File: config.mk
export PLATFORM = sky130hd
export DESIGN_NAME = axis_byte_packer
export DESIGN_NICKNAME = d
export VERILOG_FILES = /design/src/rtl/axis_byte_packer.sv
export SDC_FILE = /design/constraint.sdc
export NUM_CORES = 1
export LEC_CHECK = 0
export ABC_CLOCK_PERIOD_IN_PS = 3950
export CAP_MARGIN = 20
export CORE_MARGIN = 4
export CORE_UTILIZATION = 55
export DETAILED_ROUTE_END_ITERATION = 8
export PLACE_DENSITY = 0.81
export SLEW_MARGIN = 20
export SYNTH_ARGS = -nofsm -noshare
export SYNTH_HDL_FRONTEND = slang
export SYNTH_SLANG_ARGS = --single-unit
File: constraint.sdc
create_clock -name clk_i -period 3.95 [get_ports clk_i]
set_input_delay 0.79 -clock clk_i [delete_from_list [all_inputs] [get_ports clk_i]]
set_output_delay 0.79 -clock clk_i [all_outputs]
set_load 0.005 [all_outputs]
File: src/rtl/axis_byte_packer.sv
// axis_byte_packer
//   Packs an 8-bit AXI-Stream byte stream into 32-bit little-endian words for
//   the command-word matcher. The first byte of a word lands in [7:0].
//   An inter-byte idle timeout and an explicit flush close partial words, so
//   framing recovers after a lost or extra serial byte. Partial words carry
//   tkeep for the valid lanes and tlast=1.
//
// Ports
//   clk_i            clock, rising edge
//   reset_n_i        asynchronous active-low reset
//   s_axis_tdata_i   input byte
//   s_axis_tvalid_i  input byte valid
//   s_axis_tready_o  input byte ready
//   flush_i          request to emit the pending partial word
//   m_axis_tdata_o   packed word
//   m_axis_tkeep_o   lane valid mask
//   m_axis_tvalid_o  word valid
//   m_axis_tlast_o   word was closed by timeout or flush
//   m_axis_tready_i  downstream ready
module axis_byte_packer #(
  parameter int timeout_cycles_p = 4096
) (
  input  logic        clk_i,
  input  logic        reset_n_i,
  input  logic [7:0]  s_axis_tdata_i,
  input  logic        s_axis_tvalid_i,
  output logic        s_axis_tready_o,
  input  logic        flush_i,
  output logic [31:0] m_axis_tdata_o,
  output logic [3:0]  m_axis_tkeep_o,
  output logic        m_axis_tvalid_o,
  output logic        m_axis_tlast_o,
  input  logic        m_axis_tready_i
);

  // A zero timeout still needs a 1-bit counter so the vector is legal; it is
  // then held at zero forever.
  localparam int CNT_W = (timeout_cycles_p == 0) ? 1 : $clog2(timeout_cycles_p + 1);
  localparam logic [CNT_W-1:0] CNT_SAT =
    (timeout_cycles_p == 0) ? '0 : CNT_W'(timeout_cycles_p - 1);

  logic [1:0]       idx_q,   idx_d;
  logic [CNT_W-1:0] cnt_q,   cnt_d;
  logic [23:0]      lane_q,  lane_d;     // lanes 0..2; lane 3 goes straight out
  logic [31:0]      odata_q, odata_d;
  logic [3:0]       okeep_q, okeep_d;
  logic             olast_q, olast_d;
  logic             ovld_q,  ovld_d;

  logic out_free;
  logic byte_hs;
  logic timeout_hit;
  logic flush_fire;

  // The output slot can accept a new word when empty or draining this cycle.
  assign out_free        = !ovld_q || m_axis_tready_i;
  assign s_axis_tready_o = reset_n_i && ((idx_q != 2'd3) || out_free);
  assign byte_hs         = s_axis_tvalid_i && s_axis_tready_o;
  assign timeout_hit     = (timeout_cycles_p != 0) && (cnt_q == CNT_SAT);
  // A byte handshake always wins over flush/timeout in the same cycle.
  assign flush_fire      = (idx_q != 2'd0) && !byte_hs &&
                           (flush_i || timeout_hit) && out_free;

  assign m_axis_tdata_o  = odata_q;
  assign m_axis_tkeep_o  = okeep_q;
  assign m_axis_tlast_o  = olast_q;
  assign m_axis_tvalid_o = ovld_q;

  always_comb begin
    idx_d   = idx_q;
    cnt_d   = cnt_q;
    lane_d  = lane_q;
    odata_d = odata_q;
    okeep_d = okeep_q;
    olast_d = olast_q;
    ovld_d  = ovld_q;

    // Drain: a held word leaves when downstream takes it.
    if (ovld_q && m_axis_tready_i) begin
      ovld_d = 1'b0;
    end

    if (byte_hs) begin
      cnt_d = '0;
      case (idx_q)
        2'd0: begin lane_d[7:0]   = s_axis_tdata_i; idx_d = 2'd1; end
        2'd1: begin lane_d[15:8]  = s_axis_tdata_i; idx_d = 2'd2; end
        2'd2: begin lane_d[23:16] = s_axis_tdata_i; idx_d = 2'd3; end
        default: begin
          // Fourth byte: the word completes on this edge. Lanes are cleared
          // so a later partial word never carries stale bytes.
          odata_d = {s_axis_tdata_i, lane_q};
          okeep_d = 4'hF;
          olast_d = 1'b0;
          ovld_d  = 1'b1;
          lane_d  = '0;
          idx_d   = 2'd0;
        end
      endcase
    end else if (flush_fire) begin
      // Unused lanes are already zero because lanes clear on every emit.
      odata_d = {8'h00, lane_q};
      case (idx_q)
        2'd1:    okeep_d = 4'b0001;
        2'd2:    okeep_d = 4'b0011;
        default: okeep_d = 4'b0111;
      endcase
      olast_d = 1'b1;
      ovld_d  = 1'b1;
      lane_d  = '0;
      idx_d   = 2'd0;
      cnt_d   = '0;
    end else if (idx_q == 2'd0) begin
      cnt_d = '0;
    end else if (cnt_q != CNT_SAT) begin
      // Saturates so a blocked timeout keeps retrying until the output frees.
      cnt_d = cnt_q + CNT_W'(1);
    end
  end

  always_ff @(posedge clk_i or negedge reset_n_i) begin
    if (!reset_n_i) begin
      idx_q   <= 2'd0;
      cnt_q   <= '0;
      lane_q  <= '0;
      odata_q <= '0;
      okeep_q <= '0;
      olast_q <= 1'b0;
      ovld_q  <= 1'b0;
    end else begin
      idx_q   <= idx_d;
      cnt_q   <= cnt_d;
      lane_q  <= lane_d;
      odata_q <= odata_d;
      okeep_q <= okeep_d;
      olast_q <= olast_d;
      ovld_q  <= ovld_d;
    end
  end

endmodule
==> results.yml <==
global_routing:
  grt_pass1_vias: 2384
  antenna_found_initial: 0
  grt_max_degree: 57
  grt-ovfl-total: 0
  grt_pass1_wl_um: 12000
  grt_usage_pct: 20.7
synthesis:
  yosysUniqueCellTypes: 39
  seq_area_frac_synth_pct: 56.0
  synth_top_area_share_pct: 56.0
  synth.mux.area_fraction_pct: 12.7
  synth-xor-area-share_pct: 1.78
  ys_warn_count: 0
  synthesis.nets: 324
  synth_compound_area_share_pct: 9.56
  synth_top_family_by_area: "simple AND/OR/NAND/NOR gates"
  synth.ff_latch_count: 77
  yosysTopAreaCell: "dfrtp_1"
  yosys-top-cells-area: "dfrtp_1 (56%), mux2_4 (7.9%), nand2_1 (6.8%)"
  syn_area_um2: 3440
  synthCells: 305
  synth_simple_gate_area_share_pct: 13.8
  synth_edf_count: 0
  avgSynthCellArea_um2: 11.3
  synth_fa_ha_area_share_pct: 2.18
  synth_flop_cell: "dfrtp_1"
  async_flop_share_pct: 100
setup_path:
  cp_data_required_time_ps: 3160
  cp.arrival_ps: 2130
  crit_path_start_kind: "primary input"
  cp-end-kind: "output pin"
  critPathMaxFanout: 6
  critical_path_class: "primary input to output pin"
timing:
  fmax_ghz: 0.342
  hold_viol_final: 0
  setup_violations: 0
  grt_setup_unrepaired: "no"
  setup-tns-final_ps: 0
  worstMarginPinSlew_ps: 682
  relSlewSlack_pct: 54.5
  slew_violations: 0
  skew_ps: 11.1
  layout_min_cycle_time_ps: 2920
  finalCritPeriodShare_pct: 74.0
place:
  dp_hpwl_um: 5140
  dpl_cell_area_um2: 3970
  place_congestion: 0.787
  port_buffers: 51
routing:
  wl_per_cell_um: 16.8
  ant_nets: 0
  wl_um: 7290
  via_count: 2453
  vias_per_cell: 5.64
  drtIter0Drc: 219
  firstDrtPassIters: 4
  drc: 0
floorplan:
  start_util_pct: 57.5
  core_area_um2: 5990
  die-area_um2: 7590
  die_h_um: 87.1
  rows: 28
  ioPinCount: 52
  die_w_um: 87.1
clocking:
  clock_path_buffers: 2
  ctsHoldBuffers: 0
  cts_buffers: 9
  clock_sinks: 77
  clk_latency_ps: 350
  cts_max_level: 3
  post_cts_buffers: 0
  cts_tree: "built"
  clkTransAtPathRegs_ps: 80
  cts-resized-gates: 0
  cts_root_buffer: "clkbuf_8"
final_layout:
  layout-drive-gt1-share_pct: 14.2
  nFillCells: 426
  multi_input_area_um2: 1380
  diodes: 0
  nNetsFinal: 374
  design_area_um2: 4170
  layout.area.seq_um2: 1930
  area_growth_syn_to_layout_pct: 21.1
job:
  cap_violations: 0
power:
  p_sw_share_pct: 32.0
  switchingPower_uw: 861
  combPwrFrac_pct: 35.8
  finalPower_uw: 2690
  p_clk_share_pct: 21.2
  leakagePower_uw: 0.00189
  seq_power_share_pct: 43.0
  power_density_nw_per_um2: 646
  internal_power_uw: 1830
  ir_worst_vdd_v: 0.000448
run_status:
  status: "finished clean"
min_path:
  hold_path_class: "primary input to asynchronous set/reset pin"
power by group through the flow:
stage | clock network (µW) | registers (µW) | logic (µW)
floorplan | 0 | 1150 | 574
global placement | 0 | 1170 | 932
detailed placement | 0 | 1170 | 964
CTS | 577 | 1160 | 967
global route | 612 | 1190 | 1050
finish | 571 | 1160 | 963
cell families after synthesis:
group,after synthesis
AND/OR/NAND/NOR,104
flip-flops,77
AO/OA/AOI/OAI,54
multiplexers,34
buffers and inverters,23
XOR/XNOR,7
adder cells (fa/ha/maj),6
stage by stage:
stage	std cells	hold WS, ps	setup WS [ps]	util (%)
floorplan	305	465	1580	-
global placement	419	460	764	66.3
detailed placement	419	465	694	66.3
CTS	435	463	1030	69.6
global route	435	468	920	69.6
finish	435	461	1030	69.6
Yosys cell counts, types with 5 or more instances:
| cell type | count |
|---|---|
| nand2_1 | 62 |
| o22ai_1 | 18 |
| mux2_4 | 18 |
| o21ai_0 | 23 |
| a21oi_1 | 5 |
| clkbuf_1 | 7 |
| ha_1 | 6 |
| nor2_1 | 8 |
| nand3_1 | 8 |
| dfrtp_1 | 77 |
| inv_1 | 6 |
| mux2i_1 | 10 |
| buf_2 | 5 |
| mux2_2 | 6 |
per-layer routing:
layer / global-route usage (%) / up-vias / wire length (µm)
met4: 7.53 / 0 / 138
met1: 29.6 / 1199 / 3370
met2: 31.7 / 79 / 3410
met3: 3.78 / 15 / 372
li1: - / 1160 / -
met5: 0 / - / 0
path summary, 6_finish.rpt:
path | depth (start not counted) | start | slack, ps | endpoint
min in group clk_i | 1 | m_axis_tlast_o$_DFFE_PN0P_ | 480 | m_axis_tlast_o$_DFFE_PN0P_
max reg2reg | 6 | idx_q[0]$_DFFE_PN0P_ | 1210 | m_axis_tdata_o[20]$_DFFE_PN0P_
min | 2 | reset_n_i | 460 | lane_q[10]$_DFFE_PN0P_
max | 4 | m_axis_tready_i | 1030 | s_axis_tready_o
min reg2reg | 1 | m_axis_tlast_o$_DFFE_PN0P_ | 480 | m_axis_tlast_o$_DFFE_PN0P_
max in group asynchronous | 3 | reset_n_i | 2510 | m_axis_tdata_o[5]$_DFFE_PN0P_
area by class of cell:
cell class,instances,share of cell area [%]
Inverter,6,0.540
Clock inverter,3,0.420
Timing Repair Buffer,56,13.1
Clock buffer,13,4.29
Multi-Input combinational cell,205,33.2
Tap cell,75,2.25
Sequential cell,77,46.2
placed cells by master (no fill, tap or decap), types with 3 or more instances in the layout:
master and instances:
o21ai_0 23, and3_1 4, xor2_1 4, buf_4 6, clkdlybuf4s50_1 50, nand4_1 3, dfrtp_1 77, ha_1 6
a21oi_1 5, and4_1 4, clkbuf_8 13, nand3_1 8, nand2_1 62, inv_1 6, o22ai_1 18, mux2_2 6
nor3_1 3, mux2i_1 10, mux2_4 18, xnor2_1 3, nor2_1 7
registers in the layout, summed over array words and instances (netlist names):
register         cells
cnt_q               13
idx_q                2
lane_q              24
m_axis_tdata_o      32
m_axis_tkeep_o       4
m_axis_tlast_o       1
m_axis_tvalid_o      1
worst max-delay path, cell delays in order:
cell             delay, ps
clkdlybuf4s50_1        480
nand3b_1               200
and2_1                 160
clkdlybuf4s50_1        490
(Power assumes the default switching activity.)
